### config.mk
export PLATFORM = sky130hd
export DESIGN_NAME = adder_result_fifo
export DESIGN_NICKNAME = d
export VERILOG_FILES = /design/src/rtl/adder_result_fifo.sv
export SDC_FILE = /design/constraint.sdc
export NUM_CORES = 1
export LEC_CHECK = 0
export CAP_MARGIN = 20
export CORE_AREA = 2 2 178 310
export CTS_CLUSTER_DIAMETER = 30
export DETAILED_ROUTE_END_ITERATION = 6
export DIE_AREA = 0 0 180 312
export MAX_ROUTING_LAYER = met4
export SLEW_MARGIN = 15
export SYNTH_ARGS = -nofsm -noshare
export SYNTH_HDL_FRONTEND = slang
export SYNTH_SLANG_ARGS = --single-unit
### constraint.sdc
create_clock -name clk -period 12.1 [get_ports clk]
set_input_delay 1.815 -clock clk [delete_from_list [all_inputs] [get_ports clk]]
set_output_delay 1.815 -clock clk [all_outputs]
set_load 0.01 [all_outputs]
### src/rtl/adder_result_fifo.sv
// Result buffer behind adder64: captures {cout,sum} on rdy into a show-ahead FIFO
// drained by a valid/ready consumer; results arriving while full and not popping are dropped and counted.
module adder_result_fifo #(
  parameter int LEN_DATA = 64,
  parameter int DEPTH    = 8,
  parameter int CNT_W    = 16
) (
  input  logic                       clk,
  input  logic                       rst,
  input  logic                       en,
  input  logic                       in_rdy,
  input  logic [LEN_DATA-1:0]        in_sum,
  input  logic                       in_cout,
  output logic                       out_valid,
  input  logic                       out_ready,
  output logic [LEN_DATA-1:0]        out_sum,
  output logic                       out_cout,
  output logic [$clog2(DEPTH):0]     level,
  output logic                       full,
  output logic                       empty,
  output logic [CNT_W-1:0]           drop_cnt,
  output logic                       overflow
);

  localparam int AW = $clog2(DEPTH);
  localparam logic [AW:0] FULL_LVL = (AW+1)'(DEPTH);

  logic [LEN_DATA:0] mem [DEPTH];
  logic [AW-1:0]     wr_ptr;
  logic [AW-1:0]     rd_ptr;
  logic [AW:0]       count;
  logic              push_req;
  logic              pop;
  logic              push;
  logic              drop;
  logic [LEN_DATA:0] head;

  always_comb begin
    push_req = en & in_rdy;
    pop      = out_valid & out_ready;
    // A full FIFO that pops this cycle frees a slot for the incoming result.
    push     = push_req & (~full | pop);
    drop     = push_req & full & ~pop;
  end

  always_comb begin
    full      = (count == FULL_LVL);
    empty     = (count == '0);
    level     = count;
    out_valid = ~empty;
    head      = mem[rd_ptr];
    out_sum   = empty ? '0 : head[LEN_DATA-1:0];
    out_cout  = empty ? 1'b0 : head[LEN_DATA];
  end

  always_ff @(posedge clk) begin
    if (rst) begin
      wr_ptr   <= '0;
      rd_ptr   <= '0;
      count    <= '0;
      drop_cnt <= '0;
      overflow <= 1'b0;
    end else begin
      if (push) wr_ptr <= wr_ptr + AW'(1);
      if (pop)  rd_ptr <= rd_ptr + AW'(1);
      case ({push, pop})
        2'b10:   count <= count + (AW+1)'(1);
        2'b01:   count <= count - (AW+1)'(1);
        default: count <= count;
      endcase
      if (drop) begin
        if (drop_cnt != '1) drop_cnt <= drop_cnt + CNT_W'(1);
        overflow <= 1'b1;
      end
    end
  end

  // Storage carries no reset; only the pointers define which entries are live.
  always_ff @(posedge clk) begin
    if (push && !rst) mem[wr_ptr] <= {in_cout, in_sum};
  end

endmodule
==> results of run 1 <==
[through the flow]
stage	hold slack, ns	instances
3_3_place_gp	0.439	1825
5_1_grt	0.490	1974
4_1_cts	0.469	1971
2_1_floorplan	0.454	1016
3_5_place_dp	0.460	1825
6_report	0.457	1974
[placed cells by master, fill, tap and decap left out, types with 4 or more instances in the layout]
cell / instances
mux2i_1: 66
buf_4: 23
clkbuf_16: 79
edfxtp_1: 520
or4_1: 8
nor2b_1: 5
clkinv_2: 7
dfxtp_1: 27
nor2_1: 77
clkinv_1: 5
clkdlybuf4s50_1: 158
inv_8: 8
o21ai_0: 6
ha_1: 4
bufinv_16: 9
inv_1: 5
mux4_2: 130
o31ai_1: 8
xor2_1: 4
a21oi_1: 16
nand2_1: 14
clkinv_8: 8
nand4_1: 5
nand3_1: 12
clkinv_4: 10
inv_6: 17
[where the power goes]
part	internal, µW	switching [µW]
logic	439	393
registers	2100	46.5
clock network	1440	910
total	3980	1350
[area by class of cell]
class,count,area share (%)
sequential,550,61.3
multi-input combinational,403,18.2
clock buffer,80,7.49
timing repair buffer,181,6.63
tap,684,3.24
clock inverter,66,3.00
inverter,7,0.118
antenna,3,0.0284
[per-layer routing]
layer | global-route usage [%] | part of all wire [%] | vias up
li1 | - | - | 4644
met5 | - | 0 | -
met3 | 3.03 | 4.2 | 52
met1 | 20.1 | 41 | 5573
met4 | 5.54 | 1.8 | 0
met2 | 29.1 | 53 | 246
[worst max-delay path, cell delays in order (launching register included)]
cell and delay (ns):
dfxtp_4 0.91, buf_4 0.89, mux4_2 0.60, mux2i_1 0.22
nor2_1 0.07, clkdlybuf4s50_1 0.50
[Yosys cell counts, types with 4 or more instances]
cell / n
nor3_1: 4
o21ai_0: 6
nand4_1: 5
nand2_1: 14
o31ai_1: 8
mux2i_1: 66
xor2_1: 4
buf_2: 17
a21oi_1: 16
ha_1: 4
nand3_1: 12
clkbuf_1: 29
nor2_1: 79
nor4_1: 5
dfxtp_1: 30
buf_1: 8
edfxtp_1: 520
mux4_2: 130
nor2b_1: 5
or4_1: 8
inv_1: 6
[sequential cells by signal (all words and copies together) (netlist names), named ones only]
signal    count
level         4
mem         520
overflow      1
wr_ptr        3
rd_ptr        3
drop_cnt     16
[kinds of logic after synthesis]
kind of cell	after synthesis	synth area share (%)
DFF	550	76.3
xor gates and xnor gates	6	0.247
and+or+nand+nor	149	3.38
AOI/OAI and AO/OA	44	1.39
buffers and inverters	63	1.31
adders and majority gates	4	0.236
muxes	200	17.1
[final timing paths]
kind | start | end | slack (ns) | cells past startpoint
max reg2reg | level[1]$_SDFFE_PP0P_ | mem[7][64]$_DFFE_PP_ | 8.79 | 6
min | overflow$_SDFFE_PP0P_ | overflow$_SDFFE_PP0P_ | 0.46 | 2
min reg2reg | overflow$_SDFFE_PP0P_ | overflow$_SDFFE_PP0P_ | 0.46 | 2
max | register | out_sum[11] | 6.44 | 5
==> results.md, run 1 <==
* Outcome: complete, no violations
* Register area at 0.0162 mm²
* CTS HTree Levels at 3
* Fmax at 177 MHz
* Synthesized Nets at 1090
* Cts repair resizes at 0
* Final Cycle Share at 46.8%
* 1st-pass router iterations at 4
* Async S/R FF share, synth at 0%
* Layout cells sized above 1 at 24.7%
* Max-cap violations at 0
* Yosys warning count at 0
* Leakage power at 0.00815 µW
* Pin count of the biggest net entering global routing at 53
* Area delta synth->final at 24.5%
* Setup tns final at 0 ns
* Hold Violations, Final at 0
* Ports at 159
* Seq/Total Area, Yosys at 76.3%
* Synth top area share at 73.5%
* GRT Util Overall at 16.9%
* Nets at 1296
* Hold_buf cts at 0
* Setup ws final at 6.44 ns
* Critical Path RT at 10.28 ns
* TritonCTS buffer count at 79
* Clk Latency, worst-skew pair at 0.60 ns
* Clock root cell: clkbuf_16
* Total setup buffers inserted after CTS at 0
* Worst Tran Pin Value at 0.972 ns
* Tot Pwr at 5330 µW
* Slew HR at 35.2%
* Seq cells post-synth at 550
* Core ar. at 0.0534 mm²
* Global route total overflow at 0
* DRC Markers at 0
* Post-layout min period at 5.66 ns
* Vias in the first global route at 11500
* Post-route ant nets at 0
* Detailed Route WL at 45300 µm
* Startpoint class of the critical path: register
* Pwr dens at 201 mW/mm²
* Multi-input logic area at 0.00480 mm²
* EDFF count, synth at 520
* Clock Sink Count at 550
* Data arrival time of the critical path at 3.85 ns
* Maximum clock path buffer count at 3
* RSZ-0062 raised after global routing: no
* Iter 0 DRT Violations at 702
* First-pass GRT wire length at 69300 µm
* Vert. Die Dim at 312 µm
* Via density per instance at 5.33
* Critical path type: reg2out
* Mapped Avg Cell Area at 20.9 µm²
* Die area at 0.0562 mm²
* Post-DP HPWL at 24700 µm
* Synth area leaders: edfxtp_1, mux4_2, mux2i_1
* Max-slew violation count at 0
* Per-cell routed wire length at 23.0 µm
* Placed cell area at 0.0237 mm²
* FILL cells at 4340
* CP Max Fanout at 47
* Fin util at 49.5%
* Mapped cell area at 0.0212 mm²
* Gpl congestion at 0.744
* TritonCTS clock tree: yes
* Clk slew on worst S/H paths at 0.06 ns
* Area leader, netlist: edfxtp_1
* Most common flop cell mapped by yosys: edfxtp_1
* Critical path capture point type: primary output
* Pre-CTS setup slack at 6.90 ns
* Via count at 10500
* Clock Skew at 0.0201 ns
* Worst min path class: reg2reg
* Antenna violations before repair at 3
* Fin area at 0.0265 mm²
* Initial Util at 39.8%
* VDD IR max at 0.000115 V
* Number of port buffers at 158
* Synthesized instance count at 1016
* Die span in x at 180 µm
* Synth cell types at 49
* Final setup fails at 0
* FP Rows at 112
Note: power is estimated with default switching activity, not from simulation.
==> run 2: changes to the inputs <==
==> constraint.sdc (replaced) <==
create_clock -name clk -period 5.31 [get_ports clk]
set_input_delay 0.7965 -clock clk [delete_from_list [all_inputs] [get_ports clk]]
set_output_delay 0.7965 -clock clk [all_outputs]
set_load 0.01 [all_outputs]
==> run 2 against run 1 <==
Net effect: die area did not move; clock skew is 0.0052 ns lower; critical path depth did not move; power up 130%; sequential share of layout area fell by 0.16 points; worst setup slack got worse by 5.2 ns; sequential cell count is the same; combinational power up 130%; cell area is 0.26% higher; first-iteration DRC count down 26%; clock power grew 120%; register-to-register slack worse by 6.0 ns; critical path type unchanged; critical endpoint is now out_sum[27].
==> results.md, run 2 (same netlist as run 1, synthesis figures left out) <==
* Critical Path RT at 4.51 ns (-5.77 ns)
* Buf+Inv Stages, Crit Path at 2 (unchanged)
* Max reg flops at 520 (unchanged)
* Multi-input logic area at 0.00484 mm² (+0.68%)
* WHS at 0.454 ns (-0.00261 ns)
* Via count at 10400 (-1.1%)
* Number of port buffers at 158 (unchanged)
* FILL cells at 4263 (-1.8%)
* Max-slew violation count at 0 (unchanged)
* Hold_buf cts at 0 (unchanged)
* Vias in the first global route at 11200 (-3.0%)
* DRC Markers at 0 (unchanged)
* Worst min path class: reg2reg
* Post-DP HPWL at 24900 µm (+0.96%)
* CP top delay family: buffers and inverters
* Gpl congestion at 0.777 (+4.5%)
* Detailed Route WL at 45200 µm (-0.21%)
* Layout cells sized above 1 at 24.0% (-0.75 points)
* Max-cap violations at 0 (unchanged)
* Initial Util at 39.8% (unchanged)
* Finished Layout Cells at 1962 (-0.61%)
* Final Cycle Share at 77.3%
* Worst Tran Pin Value at 1.02 ns (+0.0460 ns)
* RSZ-0062 raised after global routing: no
* Clock Skew at 0.0150 ns (-0.00517 ns)
* Nets at 1290 (-0.46%)
* Most frequent cells in the layout: edfxtp_1, clkdlybuf4s50_1, mux4_2
* Post-route ant nets at 0 (unchanged)
* Global route total overflow at 0 (unchanged)
* TritonCTS buffer count at 75 (-5.1%)
* Ports at 159 (unchanged)
* Max stage delay on crit path at 0.64 ns (-0.27 ns)
* Pwr dens at 455 mW/mm² (+130%)
* CTS HTree Levels at 3 (unchanged)
* Outcome: complete, no violations
* Post-layout min period at 4.11 ns
* Iter 0 DRT Violations at 522 (-26%)
* Via density per instance at 5.30 (-0.49%)
* Slew HR at 32.1% (-3.1 points)
* FP Rows at 112 (unchanged)
* R2R cell count at 6 (unchanged)
* Clk slew on worst S/H paths at 0.06 ns (about the same)
* Area delta synth->final at 24.9%
* CP Cell Sequence: buf_4 > mux4_2 > mux2i_1 > nor2_1 > clkdlybuf4s50_1
* Hold Violations, Final at 0 (unchanged)
* 1st-pass router iterations at 4 (unchanged)
* Total setup buffers inserted after CTS at 0 (unchanged)
* Fin util at 49.7% (+0.13 points)
* Fmax at 243 MHz
* Clock root cell: clkbuf_16
* Per-cell routed wire length at 23.0 µm (+0.40%)
* Core ar. at 0.0534 mm² (unchanged)
* Clock Sink Count at 550 (unchanged)
* Maximum clock path buffer count at 3 (unchanged)
* Data arrival time of the critical path at 3.31 ns (-0.54 ns)
* Hold depth at 2 (unchanged)
* Largest Register: mem
* CP Max Fanout at 23 (-51%)
* Clk Latency, worst-skew pair at 0.59 ns (about the same)
* Leakage power at 0.00811 µW (-0.49%)
* Critical path depth at 5 (unchanged)
* Antenna violations before repair at 1 (-2)
* Final setup fails at 0 (unchanged)
* Startpoint class of the critical path: register
* Critical path capture point type: primary output
* Crit-path slowest cell: dfxtp_4
* Cts repair resizes at 0 (unchanged)
* Register area at 0.0162 mm² (unchanged)
* GRT Util Overall at 16.8% (-0.14 points)
* Vert. Die Dim at 312 µm (unchanged)
* First-pass GRT wire length at 68700 µm (-0.81%)
* Die area at 0.0562 mm² (unchanged)
* Placed cells at 1823 (-0.11%)
* TritonCTS clock tree: yes
* Pin count of the biggest net entering global routing at 66 (+25%)
* Critical path type: reg2out
* Commonest non-fill, non-tap cell in the layout: edfxtp_1
* VDD IR max at 0.000301 V (+160%)
* Die span in x at 180 µm (unchanged)
==> run 2: cell count changes in the layout (fill, tap and decap cells not counted), moves of 3 or more <==
cell,previous run,this run
buf_4,23,11
buf_12,0,10
inv_6,17,10
clkinvlp_4,3,9
clkbuf_16,79,75
bufinv_16,9,12
clkinv_4,10,7
inv_8,8,5
==> run 2: cell type report <==
| type | count | area share, % |
|---|---|---|
| Inverter | 7 | 0.123 |
| Timing Repair Buffer | 179 | 7.03 |
| Tap cell | 684 | 3.23 |
| Clock buffer | 78 | 7.12 |
| Sequential cell | 550 | 61.2 |
| Multi-Input combinational cell | 403 | 18.2 |
| Clock inverter | 60 | 3.08 |
| Antenna cell | 1 | 0.00943 |
==> run 2: worst register-to-register path, stage by stage, from the launching register on <==
cell and delay (ns):
dfxtp_1 0.51, or4b_4 0.24, clkinv_4 0.08, a21oi_1 0.29, nand2_1 0.31, nor4_4 0.28, buf_12 0.44
==> run 2: power breakdown <==
group | switching, µW | internal (µW) | total [µW]
clock | 2000 | 3270 | 5260
sequential | 79.0 | 4790 | 4870
combinational | 898 | 1030 | 1930
==> run 2: metrics by stage <==
stage               setup TNS (ns)  area, µm²  power (µW)  setup WS [ns]
finish                           0      26500       12100           1.20
global route                     0      26500       12500           1.01
CTS                              0      26500       12200           1.10
detailed placement               0      23800        6940           1.75
global placement                 0      23800        6910           1.72
floorplan                  -183.28      21300        6090          -1.17
==> run 2: routing by layer <==
| layer | share of wire, % | GRT usage [%] | vias up |
|---|---|---|---|
| met4 | 2.1 | 5.65 | 0 |
| met3 | 3.9 | 2.91 | 66 |
| met5 | 0 | - | - |
| met2 | 54 | 29.6 | 231 |
| met1 | 40 | 19.3 | 5488 |
| li1 | - | - | 4615 |
==> run 2: worst paths after layout <==
kind	slack, ns	startpoint	end
min	0.45	overflow$_SDFFE_PP0P_	overflow$_SDFFE_PP0P_
max reg2reg	2.74	level[1]$_SDFFE_PP0P_	mem[4][61]$_DFFE_PP_
max	1.20	register	out_sum[27]
min reg2reg	0.45	overflow$_SDFFE_PP0P_	overflow$_SDFFE_PP0P_
